==> src/rtl/spectrum_pkg.sv <==
// Shared constants, FSM encodings and the bin-index-to-band map for spectrum_band_builder.
package spectrum_pkg;

  localparam int NUM_BANDS = 8;
  localparam int LEVEL_W   = 8;

  localparam logic [1:0] ACCUM   = 2'd0;
  localparam logic [1:0] FINAL   = 2'd1;
  localparam logic [1:0] PUBLISH = 2'd2;

  // Band k holds indices 2^k .. 2^(k+1)-1, i.e. the MSB position of the index.
  function automatic logic [2:0] band_of(input logic [7:0] idx);
    logic [2:0] b;
    b = 3'd0;
    for (int i = 1; i < 8; i++) begin
      if (idx[i]) b = 3'(i);
    end
    return b;
  endfunction

endpackage

==> src/rtl/log2_fixed.sv <==
// Combinational 8.8 log2: integer part is the leading-one position, fraction is the
// next 8 bits below it, left-aligned (zero-padded for small inputs). Zero input gives 0.
module log2_fixed #(
  parameter int W = 24
) (
  input  logic [W-1:0] x_i,
  output logic [15:0]  y_o
);

  logic [7:0]   msb;
  logic [7:0]   shamt;
  logic [W-2:0] norm;
  logic         norm_unused;

  always_comb begin
    msb = 8'd0;
    for (int i = 1; i < W; i++) begin
      if (x_i[i]) msb = 8'(i);
    end
    // Shift the leading one up to bit W-1 (dropped); the fraction then sits just below.
    shamt       = 8'(W - 1) - msb;
    norm        = x_i[W-2:0] << shamt;
    norm_unused = ^norm[W-10:0];
    y_o         = (x_i == '0) ? 16'h0000 : {msb, norm[W-2 -: 8]};
  end

endmodule

==> src/rtl/spectrum_band_builder.sv <==
// FFT bins -> eight octave bar levels + 8.8 log2 frame energy; strobe 9 cycles after bin_last,
// bin_ready low for those 9 cycles. Define SPECTRUM_PEAK_HOLD_EN for decaying peak-hold bars.
module spectrum_band_builder
  import spectrum_pkg::*;
#(
  parameter int BIN_W       = 16,
  parameter int LEVEL_SHIFT = 4,
  parameter int DECAY_STEP  = 8
) (
  input  logic             clk,
  input  logic             rst,
  input  logic             bin_valid,
  input  logic [BIN_W-1:0] bin_data,
  input  logic             bin_last,
  output logic             bin_ready,
  output logic [63:0]      spectrum_data_flat,
  output logic [15:0]      db_value,
  output logic             spectrum_valid
);

  localparam int SUM_W = BIN_W + 7;
  localparam int TOT_W = BIN_W + 8;

  logic [1:0]         state_q, state_d;
  logic [7:0]         idx_q;
  logic               full_q;
  logic [2:0]         b_q;
  logic [SUM_W-1:0]   sum_q  [NUM_BANDS];
  logic [TOT_W-1:0]   total_q;
  logic [LEVEL_W-1:0] held_q [NUM_BANDS];
  logic [LEVEL_W-1:0] held_d [NUM_BANDS];
  logic [LEVEL_W-1:0] new_lvl, upd_lvl;
  logic [SUM_W-1:0]   avg, lvl;
  logic [63:0]        flat_d, flat_q;
  logic [15:0]        db_d, db_q;
  logic               valid_q;
  logic               xfer, take;

  assign bin_ready = (state_q == ACCUM) && !rst;
  assign xfer      = bin_valid && bin_ready;
  // DC (index 0) and anything past index 255 are consumed but not accumulated.
  assign take      = xfer && !full_q && (idx_q != 8'd0);

  always_comb begin
    state_d = state_q;
    case (state_q)
      ACCUM:   if (xfer && bin_last) state_d = FINAL;
      FINAL:   if (b_q == 3'd7) state_d = PUBLISH;
      default: state_d = ACCUM;
    endcase
  end

`ifdef SPECTRUM_PEAK_HOLD_EN
  logic [LEVEL_W-1:0] held_cur, decayed;
`else
  logic [7:0] decay_unused;
  assign decay_unused = 8'(DECAY_STEP);
`endif

  always_comb begin
    avg     = sum_q[b_q] >> b_q;
    lvl     = avg >> LEVEL_SHIFT;
    new_lvl = (lvl > SUM_W'(255)) ? 8'hFF : lvl[LEVEL_W-1:0];
`ifdef SPECTRUM_PEAK_HOLD_EN
    held_cur = held_q[b_q];
    decayed  = (held_cur > 8'(DECAY_STEP)) ? held_cur - 8'(DECAY_STEP) : 8'd0;
    // When new >= held, decayed <= new, so max() covers the rising case as well.
    upd_lvl  = (decayed > new_lvl) ? decayed : new_lvl;
`else
    upd_lvl  = new_lvl;
`endif
    held_d = held_q;
    if (state_q == FINAL) held_d[b_q] = upd_lvl;
    flat_d = '0;
    for (int k = 0; k < NUM_BANDS; k++) begin
      flat_d[k*LEVEL_W +: LEVEL_W] = held_d[k];
    end
  end

  log2_fixed #(.W(TOT_W)) u_log2 (
    .x_i (total_q),
    .y_o (db_d)
  );

  always_ff @(posedge clk) begin
    if (rst) begin
      state_q <= ACCUM;
      idx_q   <= 8'd0;
      full_q  <= 1'b0;
      b_q     <= 3'd0;
      total_q <= '0;
      flat_q  <= '0;
      db_q    <= '0;
      valid_q <= 1'b0;
      for (int k = 0; k < NUM_BANDS; k++) begin
        sum_q[k]  <= '0;
        held_q[k] <= '0;
      end
    end else begin
      state_q <= state_d;
      held_q  <= held_d;
      valid_q <= 1'b0;
      case (state_q)
        ACCUM: begin
          b_q <= 3'd0;
          if (take) begin
            sum_q[band_of(idx_q)] <= sum_q[band_of(idx_q)] + SUM_W'(bin_data);
            total_q               <= total_q + TOT_W'(bin_data);
          end
          if (xfer) begin
            if (idx_q == 8'hFF) full_q <= 1'b1;
            else                idx_q  <= idx_q + 8'd1;
          end
        end
        FINAL: begin
          b_q <= b_q + 3'd1;
          // Outputs take the last band's fresh level here so they are new during PUBLISH.
          if (b_q == 3'd7) begin
            flat_q  <= flat_d;
            db_q    <= db_d;
            valid_q <= 1'b1;
          end
        end
        default: begin
          idx_q   <= 8'd0;
          full_q  <= 1'b0;
          total_q <= '0;
          for (int k = 0; k < NUM_BANDS; k++) sum_q[k] <= '0;
        end
      endcase
    end
  end

  assign spectrum_data_flat = flat_q;
  assign db_value           = db_q;
  assign spectrum_valid     = valid_q;

endmodule

==> config.mk <==
export PLATFORM = sky130hd
export DESIGN_NAME = spectrum_band_builder
export DESIGN_NICKNAME = d
export VERILOG_FILES = /design/src/rtl/spectrum_pkg.sv /design/src/rtl/log2_fixed.sv /design/src/rtl/spectrum_band_builder.sv
export SDC_FILE = /design/constraint.sdc
export NUM_CORES = 1
export LEC_CHECK = 0
export BUFFER_PORTS_ARGS = -buffer_cell sky130_fd_sc_hd__buf_2
export CAP_MARGIN = 20
export CELL_PAD_IN_SITES_DETAIL_PLACEMENT = 1
export CELL_PAD_IN_SITES_GLOBAL_PLACEMENT = 2
export CORE_ASPECT_RATIO = 1.25
export CORE_MARGIN = 3
export CORE_UTILIZATION = 43
export DETAILED_ROUTE_END_ITERATION = 10
export PLACE_DENSITY_LB_ADDON = 0.1
export SKIP_CTS_REPAIR_TIMING = 1
export SYNTH_ARGS = -nofsm -noshare
export SYNTH_HDL_FRONTEND = slang
export SYNTH_SLANG_ARGS = --single-unit
==> constraint.sdc <==
create_clock -name clk -period 7.3 [get_ports clk]
set_input_delay 0.73 -clock clk [delete_from_list [all_inputs] [get_ports clk]]
set_output_delay 0.73 -clock clk [all_outputs]
set_load 0.02 [all_outputs]
Yosys cells after proc, flatten, opt, wreduce, memory -nomap -nowiden
Memory sizes are Yosys's and may differ from the RTL's. A register that Yosys moved wholly into a read port is not among the register bits.
Index checks and enable logic that the tools add are counted.
{"block": "word_totals", "memories": 1, "regBits": 183, "in_bits": 20, "out_inout_bits": 82, "ram_bits": 184}
{"memory": "sum_q", "words": 8, "width": 23, "rd": 2, "rd_clocked_by_memory_dff": 1, "wr": 8, "line_no": "spectrum_band_builder.sv:28", "text": "logic [SUM_W-1:0] sum_q [NUM_BANDS];"}
{"block": "classes", "n_lt_le_gt_ge": 3, "eq_ne": 9, "n_reduce_logical": 20, "bitwise": 10, "n_addsub": 5, "shifts": 2, "mux": 74}
{"op": "23-bit 2-to-1 mux", "count": 9}
{"op": "64-bit bitwise mux", "count": 1}
{"op": "64-bit 2-to-1 mux", "count": 1}
{"op": "3-bit 2-to-1 mux", "count": 16}
{"op": "24-bit one-hot mux with 2 select lines", "count": 1}
{"op": "5-bit 2-to-1 mux", "count": 8}
{"op": "4-bit 2-to-1 mux", "count": 8}
{"op": "8-bit 2-to-1 mux", "count": 4}
{"op": "24-bit by 16-bit adder with 24-bit output", "count": 1}
{"op": "8-bit demux with 3-bit select", "count": 1}
{"op": "24-bit logical NOT", "count": 1}
{"op": "24-bit 2-to-1 mux", "count": 1}
{"op": "23-bit by 16-bit adder with 23-bit output", "count": 1}
{"op": "23-bit OR reduction", "count": 1}
{"op": "23-bit by 8-bit << shifter with 23-bit output", "count": 1}
{"op": "23-bit by 3-bit >> shifter with 23-bit output", "count": 1}
{"op": "19-bit by 8-bit greater-than comparator with 1-bit output (second input constant)", "count": 1}
{"op": "8-bit one-hot mux with 2 select lines", "count": 1}
{"op": "1-bit 2-to-1 mux", "count": 15}
{"op": "13-bit 2-to-1 mux", "count": 1}
{"op": "8-bit by 1-bit adder with 8-bit output (second input constant)", "count": 1}
{"op": "8-bit == test (second input constant)", "count": 1}
{"op": "2-bit 2-to-1 mux", "count": 4}
{"op": "2-bit != test (second input constant)", "count": 4}
{"op": "21 further kinds", "count": 39}

Logic depth before layout (Yosys ltp)
Gate-level depths: netlist of run 1.
{"block": "depth", "ltp_word": 26, "ltp_mapped": 22, "mapped_depth_nobuf": 16}

By module
From an unflattened synthesis of run 1, not the netlist that was laid out.
{"block": "hier_totals", "cells_unflattened": 2088, "area_unflattened_um2": 19601.3}
{"module": "spectrum_band_builder", "cells_each": 1841, "instances": 1, "seq_area_each_um2": 9248.9, "area_each_um2": 18002.3}
{"module": "log2_fixed", "cells_each": 247, "instances": 1, "seq_area_each_um2": 0.0, "area_each_um2": 1599.0}

Worst setup path after synthesis of run 1
No wires, ideal clock.
{"block": "synth_path", "path_kind": "register -> register", "startpoint": "reg idx_q[4]", "endpoint": "mem sum_q[0][22] (netlist bit), data pin", "stages_incl_launch_ff": 21, "setup_ns": 0.288, "slack_ns": 2.680, "t_arrival_ns": 4.332, "cell_sequence": "dfxtp_1 -> clkbuf_1 -> nor2_1 -> o21ai_1 -> and2_1 -> clkbuf_1 -> buf_4 -> buf_2 -> buf_1 -> nand3_1 -> a21oi_1 -> a221oi_1 -> ha_1 -> o21ai_0 -> o21ai_0 -> a211oi_1 -> o21a_1 -> o31ai_1 -> nand2_1 -> o31ai_1 -> a21oi_1"}
{"element": "start, declared", "line_no": "spectrum_band_builder.sv:25", "text": "logic [7:0] idx_q;"}
{"element": "start signal, assigned", "line_no": "spectrum_band_builder.sv:112", "text": "else idx_q <= idx_q + 8'd1;"}
{"element": "end, declared", "line_no": "spectrum_band_builder.sv:28"}

==> results.md, run 1 <==
* Status: finished clean
* Cell internal pwr at 3690 uW
* Input/output buffers at 98
* Synth unique cells at 75
* Async S/R FF share, synth at 0%
* Final hold violations at 0
* Max Clk Rate at 0.177 GHz
* Die height at 241 um
* Critical path class: reg -> reg
* Synth Flop Type: edfxtp_1
* Top Ports at 102
* Synthesized instance count at 1974
* Comb power frac at 13.4%
* CP startpoint kind: register
* Worst Path Required at 7.57 ns
* Max VDD drop at 223 uV
* Post-synthesis mux area share at 9.34%
* Vias in the first global route at 16371
* Vias at 15812
* Worst setup margin at 1.66 ns
* Max-cap violations at 0
* Slew Viols, Final at 0
* Clock latency on the worst-skew pair at 0.57 ns
* Yosys warnings at 0
* Static Leak at 0.00803 uW
* Crit. End Element: register
* RSZ-0062 raised after global routing: false
* CP max-delay cell: o31ai_1
* Initial antenna violation count at 0
* CP arrival at 5.91 ns
* Compound-gate portion of the synthesized area at 16.9%
* DP HPWL at 42000 um
* Setup TNS at 0 ns
* Row cnt at 85
* Vias per inst at 6.05
* Clock share of power at 42.0%
* H-tree depth at 2
* Final WL at 63100 um
* CP peak stage delay at 0.84 ns
* Iter 0 DRT Violations at 819
* Crit path max fanout at 43
* Largest net degree at the start of global routing at 71
* Area growth syn-to-layout at 12.7%
* # DRC at 0
* Post-synth EDFFs at 184
* WL/cell at 24.1 um
* Core area at 43300 sq um
* FF-to-FF Start: idx_q[5]$_SDFFE_PP0P_
* GRT overflow at 0
* Synth Area per Inst at 9.60 sq um
* Net Sw Frac at 26.9%
* Delay-heaviest family, CP: compound AO/OA/AOI/OAI gates
* Most frequent cells in the layout: 325 x nor2_1, 201 x nand2_1, 184 x edfxtp_1, 182 x dfxtp_1, 143 x a21oi_1
* Largest family of logic cells by synthesized area: simple AND/OR/NAND/NOR gates
* Post-route total power at 5050 uW
* Cts bufs inserted at 39
* GRT Total Usage at 26.5%
* Dpl ws at 1.82 ns
* PwrDens at 237 nW/um^2
* TritonCTS clock tree: built
* Worst min path class: in -> reg
* First-pass GRT wire length at 96900 um
* Layout cells sized above 1 at 14.0%
* Synth Area in XOR/XNOR at 1.66%
* DR pass1 iterations at 4
* Antenna-violating nets left at 0
* Slew @ Worst Pin at 1.02 ns
* Cell count of the worst reg-to-reg path at 14
* Share of power burned in registers at 44.5%
* Fin nets at 2077
* Die area at 46600 sq um
* Initial Util at 43.8%
* WHS Endpoint: state_q[0]$_SDFFE_PP0P_
* Fin util at 49.3%
* Post-synthesis adder-cell area fraction at 2.65%
* Clock sink count at 367
* Critical path depth in cells at 14
* Die W at 194 um
* WHS Path Cells at 3
* Period minus WS final at 5.64 ns
* Min-delay src: bin_last
* Root Driver: clkbuf_16
* Crit path buf inv count at 1
* Final setup fails at 0
* CTS Buffer Depth at 3
* Sw power at 1360 uW
* Final Cycle Share at 77.2%
* # diodes at 0
* Mapped Area at 18900 sq um
* Flops & latches, synth at 367
* Max-slew headroom at 31.3%
* R2r endpoint: sum_q[2][22]$_SDFFCE_PN0P_
* Most common cell after layout, fill and taps aside: nor2_1
* Crit path cell chain: a21oi_1 > nand2_2 > buf_4 > mux2i_1 > a221oi_1 > ha_1 > o21a_1 > o21a_1 > a211oi_1 > o21a_1 > o31ai_1 > nand2_1 > o31ai_1 > a21oi_1
* Most Frequent Cell on Critical Path: o21a_1
* Layout Skew at 0.0169 ns
* Clock Pin Slew Worst Setup and Hold Paths at 0.06 ns
* Register area share after synthesis at 48.5%
* RD Place Congestion at 0.876
* Reg2reg setup slack at 1.66 ns
* Simple-Gate Fraction of Synth Area at 17.3%
-- through the flow --
step	hold WS, ns	std cells	instance area [sq um]
after floorplan	0.464	1976	19000
after global placement	0.433	2541	20000
after detailed placement	0.442	2541	20000
after CTS	0.398	2613	21300
after global routing	0.418	2614	21300
final	0.418	2614	21300
-- synthesized netlist by cell type (all sizes together) (7+ instances only) --
master / number / area (sq um)
a211oi: 71 / 543
a21o: 19 / 143
a21oi: 143 / 716
a221oi: 15 / 131
a22oi: 9 / 67.6
a31oi: 7 / 43.8
and2: 19 / 119
and3: 12 / 75.1
buf: 38 / 195
clkbuf: 100 / 375
dfxtp: 183 / 3660
edfxtp: 184 / 5530
ha: 37 / 463
inv: 32 / 120
mux2: 19 / 214
mux2i: 67 / 671
mux4: 39 / 886
nand2: 209 / 785
nand2b: 14 / 87.6
nand3: 65 / 325
nor2: 327 / 1230
nor2b: 7 / 43.8
nor3: 29 / 150
nor4: 16 / 100
o211ai: 25 / 188
o21a: 11 / 82.6
o21ai: 71 / 355
o221ai: 10 / 87.6
o22ai: 33 / 206
o31ai: 8 / 60.1
or2: 7 / 43.8
or3: 9 / 56.3
or4: 13 / 97.6
xnor2: 22 / 193
xor2: 14 / 123
-- worst max-delay path by stage --
stage / endpoint / start
after floorplan: sum_q[0][22]$_SDFFCE_PN0P_ / idx_q[4]$_SDFFE_PP0P_
after global placement: sum_q[3][22]$_SDFFCE_PN0P_ / idx_q[7]$_SDFFE_PP0P_
after detailed placement: sum_q[2][22]$_SDFFCE_PN0P_ / idx_q[7]$_SDFFE_PP0P_
after CTS: sum_q[2][22]$_SDFFCE_PN0P_ / idx_q[7]$_SDFFE_PP0P_
after global routing: sum_q[7][22]$_SDFFCE_PN0P_ / idx_q[2]$_SDFFE_PP0P_
final: sum_q[2][22]$_SDFFCE_PN0P_ / idx_q[5]$_SDFFE_PP0P_
-- tightest hold or removal path: stages --
cell     delay [ns]
buf_2          0.08
a21oi_1        0.05
nor2_1         0.08
-- sequential cells by signal (all words and copies together) (netlist names), named ones only --
register,count
b_q,3
full_q,1
db_value,13
total_q,24
held_q,64
idx_q,8
spectrum_data_flat,64
spectrum_valid,1
state_q,2
sum_q,184
-- kinds of logic after synthesis --
logic type      after synthesis
other cells                   1
simple gates                748
fa+ha+maj                    39
mux                         125
compound gates              487
xor+xnor                     36
buf+inv                     171
flops                       367
-- layer usage --
metal	vias to the layer above	routed length, um	global-route usage [%]
met4	0	2130	9.36
met1	7921	26200	32.3
met5	-	0	0
met2	402	32200	48.7
li1	7353	-	-
met3	136	2550	3.21
-- power by group through the flow --
stage | Sequential (uW) | Clock [uW] | Combinational [uW]
final | 2250 | 2120 | 678
after global routing | 2260 | 2240 | 736
after global placement | 2290 | 0 | 659
after detailed placement | 2290 | 0 | 669
after floorplan | 2270 | 0 | 469
after CTS | 2250 | 2160 | 676
-- layout make-up --
type	instances	area [sq um]
Fill cell	4815	21900
Sequential cell	367	9190
Multi-Input combinational cell	1438	9150
Clock buffer	49	1070
Timing Repair Buffer	139	821
Tap cell	565	707
Clock inverter	23	282
Inverter	33	124
(Power assumes the default switching activity.)
==> run 2, diff against run 1 <==
CORE_UTILIZATION = 36   (was 43)
clock period = 5 ns   (was 7.3 ns; I/O delays follow)
==> results.md, run 2 (synthesized netlist as in run 1, its figures left out) <==
* DR pass1 iterations at 5
* Initial Util at 36.6%
* Worst min path class: in -> reg
* Crit. End Element: register
* Slew Viols, Final at 0
* # DRC at 0
* Most common cell after layout, fill and taps aside: nor2_1
* Input/output buffers at 98
* Row cnt at 93
* Cts bufs inserted at 42
* Die area at 55400 sq um
* Max-slew headroom at 26.8%
* CTS Buffer Depth at 3
* Max Clk Rate at 0.215 GHz
* Max-cap violations at 0
* CP arrival at 5.07 ns
* CP startpoint kind: register
* Area growth syn-to-layout at 15.3%
* Vias in the first global route at 16488
* # diodes at 0
* WHS Path Cells at 2
* Core area at 51800 sq um
* Final Cycle Share at 93.1%
* First-pass GRT wire length at 101000 um
* Layout cells sized above 1 at 15.5%
* Min-delay src: rst
* Max VDD drop at 367 uV
* Cell count of the worst reg-to-reg path at 15
* Delay-heaviest family, CP: compound AO/OA/AOI/OAI gates
* Iter 0 DRT Violations at 882
* Status: finished clean
* WL/cell at 23.8 um
* FF-to-FF Start: idx_q[6]$_SDFFE_PP0P_
* Crit path cell chain: inv_1 > a21oi_2 > nand2_2 > buf_4 > buf_4 > mux2i_1 > a221oi_1 > ha_1 > o211ai_1 > a31oi_1 > o2111ai_1 > nand2_1 > o21ai_0 > or4_4 > a21oi_1
* Worst Path Required at 5.42 ns
* Setup TNS at 0 ns
* Fin nets at 2124
* Top reg by flops: sum_q
* Largest net degree at the start of global routing at 75
* Root Driver: clkbuf_16
* Post-route total power at 7470 uW
* CP max-delay cell: or4_4
* RD Place Congestion at 0.844
* Clock latency on the worst-skew pair at 0.58 ns
* R2r endpoint: sum_q[3][19]$_SDFFCE_PN0P_
* Worst setup margin at 0.346 ns
* Static Leak at 0.00825 uW
* Critical path class: reg -> reg
* GRT Total Usage at 23.6%
* Worst hold slack at 0.291 ns
* CP peak stage delay at 0.72 ns
* Initial antenna violation count at 0
* Period minus WS final at 4.65 ns
* Clock Pin Slew Worst Setup and Hold Paths at 0.06 ns
* Reg2reg setup slack at 0.35 ns
* Most frequent cells in the layout: 325 x nor2_1, 207 x nand2_1, 184 x edfxtp_1, 181 x dfxtp_1, 142 x a21oi_1
* WHS Endpoint: total_q[0]$_SDFFE_PP0P_
* Top Ports at 102
* Most Frequent Cell on Critical Path: buf_4
* Layout Skew at 0.0310 ns
* Crit path buf inv count at 3
* Final setup fails at 0
* TritonCTS clock tree: built
* Vias per inst at 5.70
* Crit path max fanout at 16
* Fin util at 42.2%
* DP HPWL at 46200 um
* Die W at 211 um
* H-tree depth at 2
* Final WL at 65700 um
* Clock sink count at 367
* Slew @ Worst Pin at 1.10 ns
* RSZ-0062 raised after global routing: false
* Dpl ws at -0.203 ns
* Vias at 15756
* PwrDens at 342 nW/um^2
* Max reg flops at 184
* GRT overflow at 0
* Die height at 263 um
* Final hold violations at 0
* Antenna-violating nets left at 0
## run 2: cell types whose count changed in the layout (fill, tap and decap cells not counted), sizes merged
cell	delta
clkinvlp	+2
buf	+44
inv	-1
bufinv	-1
clkbuf	+7
clkinv	-3
## run 2: final cells by class
class,count,area (sq um)
fill,5870,29900
sequential,367,9190
multi-input combinational,1438,9160
timing repair buffer,183,1180
clock buffer,56,1120
tap,665,832
clock inverter,20,246
inverter,33,124
## run 2: through the flow
| stage | cells | area [sq um] |
|---|---|---|
| 2_1_floorplan | 1976 | 19000 |
| 3_3_place_gp | 2684 | 20400 |
| 3_5_place_dp | 2686 | 20400 |
| 4_1_cts | 2762 | 21800 |
| 5_1_grt | 2762 | 21800 |
| 6_report | 2762 | 21800 |
## run 2: how the worst max path moves through the flow
stage	startpoint	end	slack [ns]	cells after the start
3_3_place_gp	idx_q[6]$_SDFFE_PP0P_	sum_q[5][22]$_SDFFCE_PN0P_	0.07	15
5_1_grt	idx_q[6]$_SDFFE_PP0P_	sum_q[1][19]$_SDFFCE_PN0P_	0.04	16
3_5_place_dp	idx_q[6]$_SDFFE_PP0P_	sum_q[5][22]$_SDFFCE_PN0P_	-0.20	15
6_report	idx_q[6]$_SDFFE_PP0P_	sum_q[3][19]$_SDFFCE_PN0P_	0.35	15
2_1_floorplan	idx_q[4]$_SDFFE_PP0P_	sum_q[0][22]$_SDFFCE_PN0P_	0.38	20
4_1_cts	idx_q[6]$_SDFFE_PP0P_	sum_q[5][22]$_SDFFCE_PN0P_	-0.24	15
## run 2: routing by layer
metal / vias up / wire (um) / GRT usage (%)
met4: 0 / 2470 / 8.13
li1: 7446 / - / -
met1: 7854 / 27500 / 28.8
met2: 332 / 33100 / 42.1
met3: 124 / 2610 / 3.59
met5: - / 0 / 0
## run 2: power by group
part	total, uW	switching [uW]	internal, uW
clock	3130	1280	1840
combinational	1050	692	361
sequential	3290	57.0	3230
total	7470	2030	5430
